**src/rtl/fp_mul_norm_round.sv**
```systemverilog
// rtl/fp_mul_norm_round.sv - two-stage normalise/round(RNE)/pack of FP_Mul product to IEEE-754 single
// Optional status flags (flags_o-style outputs flags/flags_acc, input flags_clr) enabled by FP_MUL_NORM_FLAGS_EN.
module fp_mul_norm_round #(
    parameter int          EXP_W = 10,
    parameter logic [31:0] QNAN  = 32'h7FC00000
) (
    input  logic             clk,
    input  logic             rst_n,
    input  logic             in_valid,
    output logic             in_ready,
    input  logic             in_sign,
    input  logic [EXP_W-1:0] in_exp,
    input  logic [47:0]      in_prod,
    input  logic             in_nan,
    input  logic             in_inf,
    input  logic             in_zero,
    output logic             out_valid,
    input  logic             out_ready,
`ifdef FP_MUL_NORM_FLAGS_EN
    output logic [2:0]       flags,
    output logic [2:0]       flags_acc,
    input  logic             flags_clr,
`endif
    output logic [31:0]      C
);
    localparam int XW = EXP_W + 1;

    logic                 en;
    logic                 s1_valid_q, s1_sign_q, s1_nan_q, s1_inf_q, s1_zero_q;
    logic [23:0]          s1_mant_q, n_mant;
    logic                 s1_guard_q, s1_sticky_q, n_guard, n_sticky;
    logic signed [XW-1:0] s1_exp_q, n_exp, r_exp;
    logic                 out_valid_q;
    logic [31:0]          c_q, c_d;
    logic                 round_up, ovf, unf, inx;
    logic [24:0]          sum25;
    logic [23:0]          r_mant;

    assign en        = ~out_valid_q | out_ready;
    assign in_ready  = en;
    assign out_valid = out_valid_q;
    assign C         = c_q;

    always_comb begin
        n_exp = {in_exp[EXP_W-1], in_exp};
        if (in_prod[47]) begin
            n_mant   = in_prod[47:24];
            n_guard  = in_prod[23];
            n_sticky = |in_prod[22:0];
            n_exp    = n_exp + XW'(1);
        end else begin
            n_mant   = in_prod[46:23];
            n_guard  = in_prod[22];
            n_sticky = |in_prod[21:0];
        end
    end

    // A carry out of the rounding add can only come from an all-ones mantissa, so the result is exactly 1.0
    always_comb begin
        round_up = s1_guard_q & (s1_sticky_q | s1_mant_q[0]);
        sum25    = {1'b0, s1_mant_q} + {24'h0, round_up};
        r_mant   = sum25[24] ? 24'h800000 : sum25[23:0];
        r_exp    = sum25[24] ? s1_exp_q + XW'(1) : s1_exp_q;
        ovf      = 1'b0;
        unf      = 1'b0;
        inx      = 1'b0;
        if (s1_nan_q) begin
            c_d = QNAN;
        end else if (s1_inf_q) begin
            c_d = {s1_sign_q, 8'hFF, 23'h0};
        end else if (s1_zero_q) begin
            c_d = {s1_sign_q, 31'h0};
        end else if (r_exp >= $signed(XW'(255))) begin
            c_d = {s1_sign_q, 8'hFF, 23'h0};
            ovf = 1'b1;
            inx = 1'b1;
        end else if (r_exp <= $signed(XW'(0))) begin
            c_d = {s1_sign_q, 31'h0};
            unf = 1'b1;
            inx = 1'b1;
        end else begin
            c_d = {s1_sign_q, r_exp[7:0], r_mant[22:0]};
            inx = s1_guard_q | s1_sticky_q;
        end
    end

    always_ff @(posedge clk or negedge rst_n) begin
        if (!rst_n) begin
            s1_valid_q  <= 1'b0;
            s1_sign_q   <= 1'b0;
            s1_nan_q    <= 1'b0;
            s1_inf_q    <= 1'b0;
            s1_zero_q   <= 1'b0;
            s1_mant_q   <= 24'h0;
            s1_guard_q  <= 1'b0;
            s1_sticky_q <= 1'b0;
            s1_exp_q    <= '0;
            out_valid_q <= 1'b0;
            c_q         <= 32'h0;
        end else if (en) begin
            s1_valid_q  <= in_valid;
            out_valid_q <= s1_valid_q;
            if (in_valid) begin
                s1_sign_q   <= in_sign;
                s1_nan_q    <= in_nan;
                s1_inf_q    <= in_inf;
                s1_zero_q   <= in_zero;
                s1_mant_q   <= n_mant;
                s1_guard_q  <= n_guard;
                s1_sticky_q <= n_sticky;
                s1_exp_q    <= n_exp;
            end
            if (s1_valid_q) begin
                c_q <= c_d;
            end
        end
    end

`ifdef FP_MUL_NORM_FLAGS_EN
    logic [2:0] flags_q, flags_acc_q;

    assign flags     = flags_q;
    assign flags_acc = flags_acc_q;

    always_ff @(posedge clk or negedge rst_n) begin
        if (!rst_n) begin
            flags_q <= 3'b0;
        end else if (en && s1_valid_q) begin
            flags_q <= {ovf, unf, inx};
        end
    end

    always_ff @(posedge clk or negedge rst_n) begin
        if (!rst_n) begin
            flags_acc_q <= 3'b0;
        end else if (flags_clr) begin
            flags_acc_q <= 3'b0;
        end else if (out_valid_q && out_ready) begin
            flags_acc_q <= flags_acc_q | flags_q;
        end
    end
`else
    logic unused_flags;
    assign unused_flags = ovf ^ unf ^ inx;
`endif
endmodule
```
**config.mk**
```make
export PLATFORM = sky130hd
export DESIGN_NAME = fp_mul_norm_round
export DESIGN_NICKNAME = d
export VERILOG_FILES = /design/src/rtl/fp_mul_norm_round.sv
export SDC_FILE = /design/constraint.sdc
export NUM_CORES = 1
export LEC_CHECK = 0
export CORE_AREA = 2 2 107 109
export CTS_CLUSTER_SIZE = 12
export DETAILED_ROUTE_END_ITERATION = 8
export DIE_AREA = 0 0 109 111
export GPL_TIMING_DRIVEN = 0
export HOLD_SLACK_MARGIN = 0.03
export PLACE_DENSITY = 0.75
export SLEW_MARGIN = 15
export SYNTH_ARGS = -nofsm -noshare
export SYNTH_HDL_FRONTEND = slang
export SYNTH_SLANG_ARGS = --single-unit
```
**constraint.sdc**
```tcl
create_clock -name clk -period 2.96 [get_ports clk]
set_input_delay 0.592 -clock clk [delete_from_list [all_inputs] [get_ports clk]]
set_output_delay 0.592 -clock clk [all_outputs]
set_load 0.02 [all_outputs]
```
# After elaboration in Yosys (flattened, before gate mapping)
# Cells that the tools add are included.
# word_totals
register_bits,75
output_inout_bits,34
wordCells,35
# op_classes
n_addsub,3
n_lt_le_gt_ge,2
mux,11
bitwise,4
n_reduce_logical,4
# ops
cell,count
$mux 31,4
$mux 32,1
$add 24x1->25,1
$mux 24,1
$mux 23,1
$reduce_or 23->1,1
$mux 11,2
$reduce_or 22->1,1
$add 10x2->11 const B,1
$add 11x2->11 const B,1
$ge 11x9->1 const B,1
$le 11x1->1 const B,1
$reduce_and 2->1,2
$mux 1,2
$or 1x1->1,2
$and 1x1->1,1
$not 1->1,1

# Depth between registers and ports, before layout
# logic_depth
depth_word,10
mapped_depth,12

# Worst setup path after synthesis
# OpenSTA, ideal clock, no wires.
# synth_timing
kind,flip-flop to flip-flop
start,register s1_mant_q[0]
end,register c_q[22] (netlist: C[22])
arrival_time_ns,2.312
t_required_ns,2.833
path_slack_ns,0.521
path_stages_with_launch,13
path_buffers,2
period_less_slack_ns,2.439
cell_sequence,dfrtp_1 > o21a_1 > ha_1 > ha_1 > nand4_1 > nor2_1 > and3_1 > clkbuf_1 > nand4_1 > a21boi_1 > o211a_1 > buf_2 > o22ai_2
# synth_via
elab_chain_cells,10
word_cells_on_any_way,12
classes_between,1 x add/sub; 2 x order compare; 7 x mux; 2 x bitwise
# synth_rtl
item,line_no,rtl
start: declaration,30,"logic [23:0] s1_mant_q, n_mant;"
start signal: assignment,108,s1_mant_q <= n_mant;
$or 1x1->1,60,round_up = s1_guard_q & (s1_sticky_q | s1_mant_q[0]);
$and 1x1->1,60,
$add 24x1->25 (*),61,"sum25 = {1'b0, s1_mant_q} + {24'h0, round_up};"
$mux 11,63,r_exp = sum25[24] ? s1_exp_q + XW'(1) : s1_exp_q;
$le 11x1->1,77,end else if (r_exp <= $signed(XW'(0))) begin
$mux 31,77,
$mux 31 (*),73,end else if (r_exp >= $signed(XW'(255))) begin
$mux 31 (*),71,end else if (s1_zero_q) begin
$mux 31 (*),69,end else if (s1_inf_q) begin
$mux 32 (*),67,if (s1_nan_q) begin
end signal: assignment,99,c_q <= 32'h0;
end signal: assignment,114,c_q <= c_d;
end: declaration,34,"logic [31:0] c_q, c_d;"
# Mark *: on every way between the ends. The rest lies on a longest branch, timed or not.
# A chain may end at the register's enable or synchronous reset.

# Final worst setup path
# layout_timing
start,register s1_mant_q[0]
end,register c_q[28] (netlist: C[28])
# layout_via
elab_chain_cells,10
word_cells_on_any_way,11
classes_between,1 x add/sub; 2 x order compare; 6 x mux; 2 x bitwise
# layout_rtl
item,line_no
$or 1x1->1,60
$and 1x1->1,60
$add 24x1->25 (*),61
$mux 11 (*),63
$le 11x1->1,77
$mux 31,77
$mux 31 (*),73
$mux 31 (*),71
$mux 31 (*),69
$mux 32 (*),67
# Marked as above.

==> flow_metrics.tcl <==
set metrics [dict create \
    status "completed" \
    crit_slowest_cell "dfrtp_1" \
    drt-initial-drc-count 161 \
    fmax_mhz 356.0 \
    crit_top_cell "ha_2" \
    r2r-start "s1_mant_q[0]" \
    p_clk_share_pct 34.2 \
    ant_nets 0 \
    rrSetupSlack_ps 150 \
    p_int_mw 2.347 \
    overflow 0 \
    fin_crit_sh_pct 94.91 \
    netSwitchingPower_mw 1.056 \
    cts_buffers 9 \
    placed_area_mm2 0.005482 \
    fillers 1020 \
    path_buf_inv 2 \
    setup-violations-final 0 \
    post-route-util_pct 52.74 \
    power_frac_seq_pct 39.8 \
    cts-htree-levels 3 \
    cts_root_buf "clkbuf_16" \
    comb_power_share_pct 25.9 \
    stdcell_area_mm2 0.005842 \
    crit_path_max_incr_delay_ps 390 \
    antenna_cells 0 \
    die_y_um 111 \
    final_nets 666 \
    place.port_buffers 98 \
    clock_latency_ps 340 \
    hold_viol 0 \
    synth.avg_cell_area_um2 8.856 \
    synth_most_common_cell "nand2_1" \
    wl_per_cell_um 14.73 \
    first_pass_iters 4 \
    synth_fp_nets 556 \
    p_leak_nw 2.378 \
    period_minus_slack_ps 2809 \
    ys_top_cells_by_count "nand2_1 (99), dfrtp_1 (75), o21ai_0 (40)" \
    slew_viol_final 0 \
    vias 3872 \
    hpwl_mm 8.691 \
    grt_usage_pct 19.30 \
    fin_hold_ws_ps 186.9 \
    die_area_mm2 0.01210 \
    design_power_total_mw 3.404 \
    peakVddDrop_mv 0.3153 \
    drc 0 \
    syn_inst 486 \
    numClockSinks 75 \
    critPathLaunch "s1_mant_q[0]" \
    start_util_pct 38.86 \
    synth_cell_types 50 \
    drive_gt1_share_pct 7.820 \
    cts_tree "yes" \
    end_kind "flip-flop" \
    drv_cap 0 \
    power_density_mw_per_mm2 582.6 \
    cts_hold_buf 0 \
    cts.clk_slew.worst_paths_ps 60 \
    ys_warn_count 0 \
    grt_max_degree 44 \
    ctsLongestPathBuffers 2 \
    ys.flop_type "dfrtp_1" \
    area_growth_pct 35.73 \
    relSlewSlack_pct 51.13 \
    swShare_pct 31.04 \
    synth_top_area_share_pct 43.60 \
    startpoint_type "flip-flop" \
    rr_worst_depth 11 \
    seq_area_frac_synth_pct 43.60 \
    coreArea_mm2 0.01108 \
    cp.required_ps 3200 \
    cp_data_arrival_time_ps 3050 \
    antenna_found_initial 0 \
    ys_ff_latch 75 \
    avgViaCountPerCell 5.204 \
    first_global_vias 3862 \
    r2r-end "C[28]" \
    synthTopCellsByArea "dfrtp_1 (44%), nand2_1 (8.6%), mux2i_1 (6.7%)" \
    async_flop_share_pct 100.0 \
    holdCritPathClass "in2async" \
    wl_mm 10.96 \
    synth_top_cell_by_area "dfrtp_1" \
    grt_pass1_wl_mm 18.49 \
    netlist_area_mm2 0.004304 \
    fin_skew_ps 6.499 \
    worst-path-max-fanout 10 \
    criticalPathCategory "reg2reg" \
    cpLargestDelayFamily "simple AND/OR/NAND/NOR gates" \
    die_x_um 109 \
    cp_cell_sequence "o21a_1, ha_2, ha_2, nand4_1, or3_1, buf_6, nor3_2, mux2i_2, nor2b_2, buf_2, a211oi_1" \
    io_pins 100 \
    row_count 39 \
    synth-edff-count 0 \
    finalWeightedCongestion 0.8855 \
    worst_slew_pin_slew_ps 733.1 \
]
area by class of cell:
| cell class | instances | area [µm²] | share of cell area [%] |
|---|---|---|---|
| multi-input combinational | 373 | 2292 | 39.24 |
| sequential | 75 | 1877 | 32.13 |
| timing repair buffer | 100 | 1006 | 17.22 |
| clock buffer | 10 | 229.0 | 3.919 |
| tap | 143 | 178.9 | 3.063 |
| buffer | 34 | 158.9 | 2.720 |
| clock inverter | 6 | 88.84 | 1.521 |
| inverter | 3 | 11.26 | 0.1928 |
sequential cells by signal, indices dropped and copies added, names as in the netlist:
| name | flops |
|---|---|
| s1_mant_q | 24 |
| s1_valid_q | 1 |
| s1_sticky_q | 1 |
| s1_exp_q | 11 |
| s1_zero_q | 1 |
| out_valid | 1 |
| s1_nan_q | 1 |
| s1_inf_q | 1 |
| s1_sign_q | 1 |
| C | 32 |
| s1_guard_q | 1 |
per-stage QoR:
step	std cells	worst slack, ps	setup TNS, ps
after floorplan	486	520.9	0
after CTS	744	9.805	0
final	744	150.8	0
after global placement	727	-1091	-81400
after global routing	744	-19.43	-56.03
after detailed placement	728	18.31	0
worst max-delay path by stage:
stage,to,slack (ps),cells past startpoint
after floorplan,C[22],520,12
after global placement,C[30],-1090,1
after detailed placement,C[8],20,11
after CTS,C[7],10,11
after global routing,C[29],-20,11
final,C[28],150,11
placed cells by master, fill, tap and decap left out, drive strengths merged, types with 2 or more instances in the layout:
| cell | count |
|---|---|
| or2 | 2 |
| clkdlybuf4s50 | 97 |
| or4 | 2 |
| dfrtp | 75 |
| o21a | 2 |
| nor3 | 11 |
| ha | 4 |
| nand3 | 21 |
| and2 | 5 |
| nand2 | 99 |
| xor2 | 16 |
| mux2i | 29 |
| and3 | 7 |
| nor4 | 7 |
| nor2 | 20 |
| bufinv | 2 |
| a211oi | 6 |
| or3 | 2 |
| clkbuf | 31 |
| xnor2 | 24 |
| o21ai | 62 |
| and4 | 9 |
| buf | 16 |
| nor2b | 3 |
| inv | 4 |
| nand4 | 27 |
| a21oi | 2 |
| clkinvlp | 2 |
cell families (layout without fill, tap and decap cells):
kind of cell	count (synthesis)	after routing	synth area share, %
adder cells (fa/ha/maj)	4	4	1.163
flip-flops	75	75	43.60
XOR/XNOR	40	40	8.139
AO/OA/AOI/OAI	82	82	10.99
buffers and inverters	38	153	4.011
AND/OR/NAND/NOR	218	218	25.35
multiplexers	29	29	6.744
what timing repair did:
action / CTS / global route
setup endpoints to repair: 0 / 30
gates resized for setup: 0 / 12
buffers inserted: 0 / 1
routing by layer:
layer	global-route usage, %	part of all wire (%)	vias to the layer above
met5	0	0	-
met4	8.291	2.5	0
met3	3.880	5.9	22
met2	30.35	47	126
met1	25.63	45	1793
li1	-	-	1931
power groups by stage:
stage	Sequential, mW	Clock, mW	Combinational (mW)
after global routing	1.38	1.23	0.974
after global placement	1.36	0	0.848
after floorplan	1.41	0	0.413
after CTS	1.35	1.18	0.871
final	1.36	1.17	0.883
after detailed placement	1.37	0	0.867
Power figures use the tool's default switching activity.
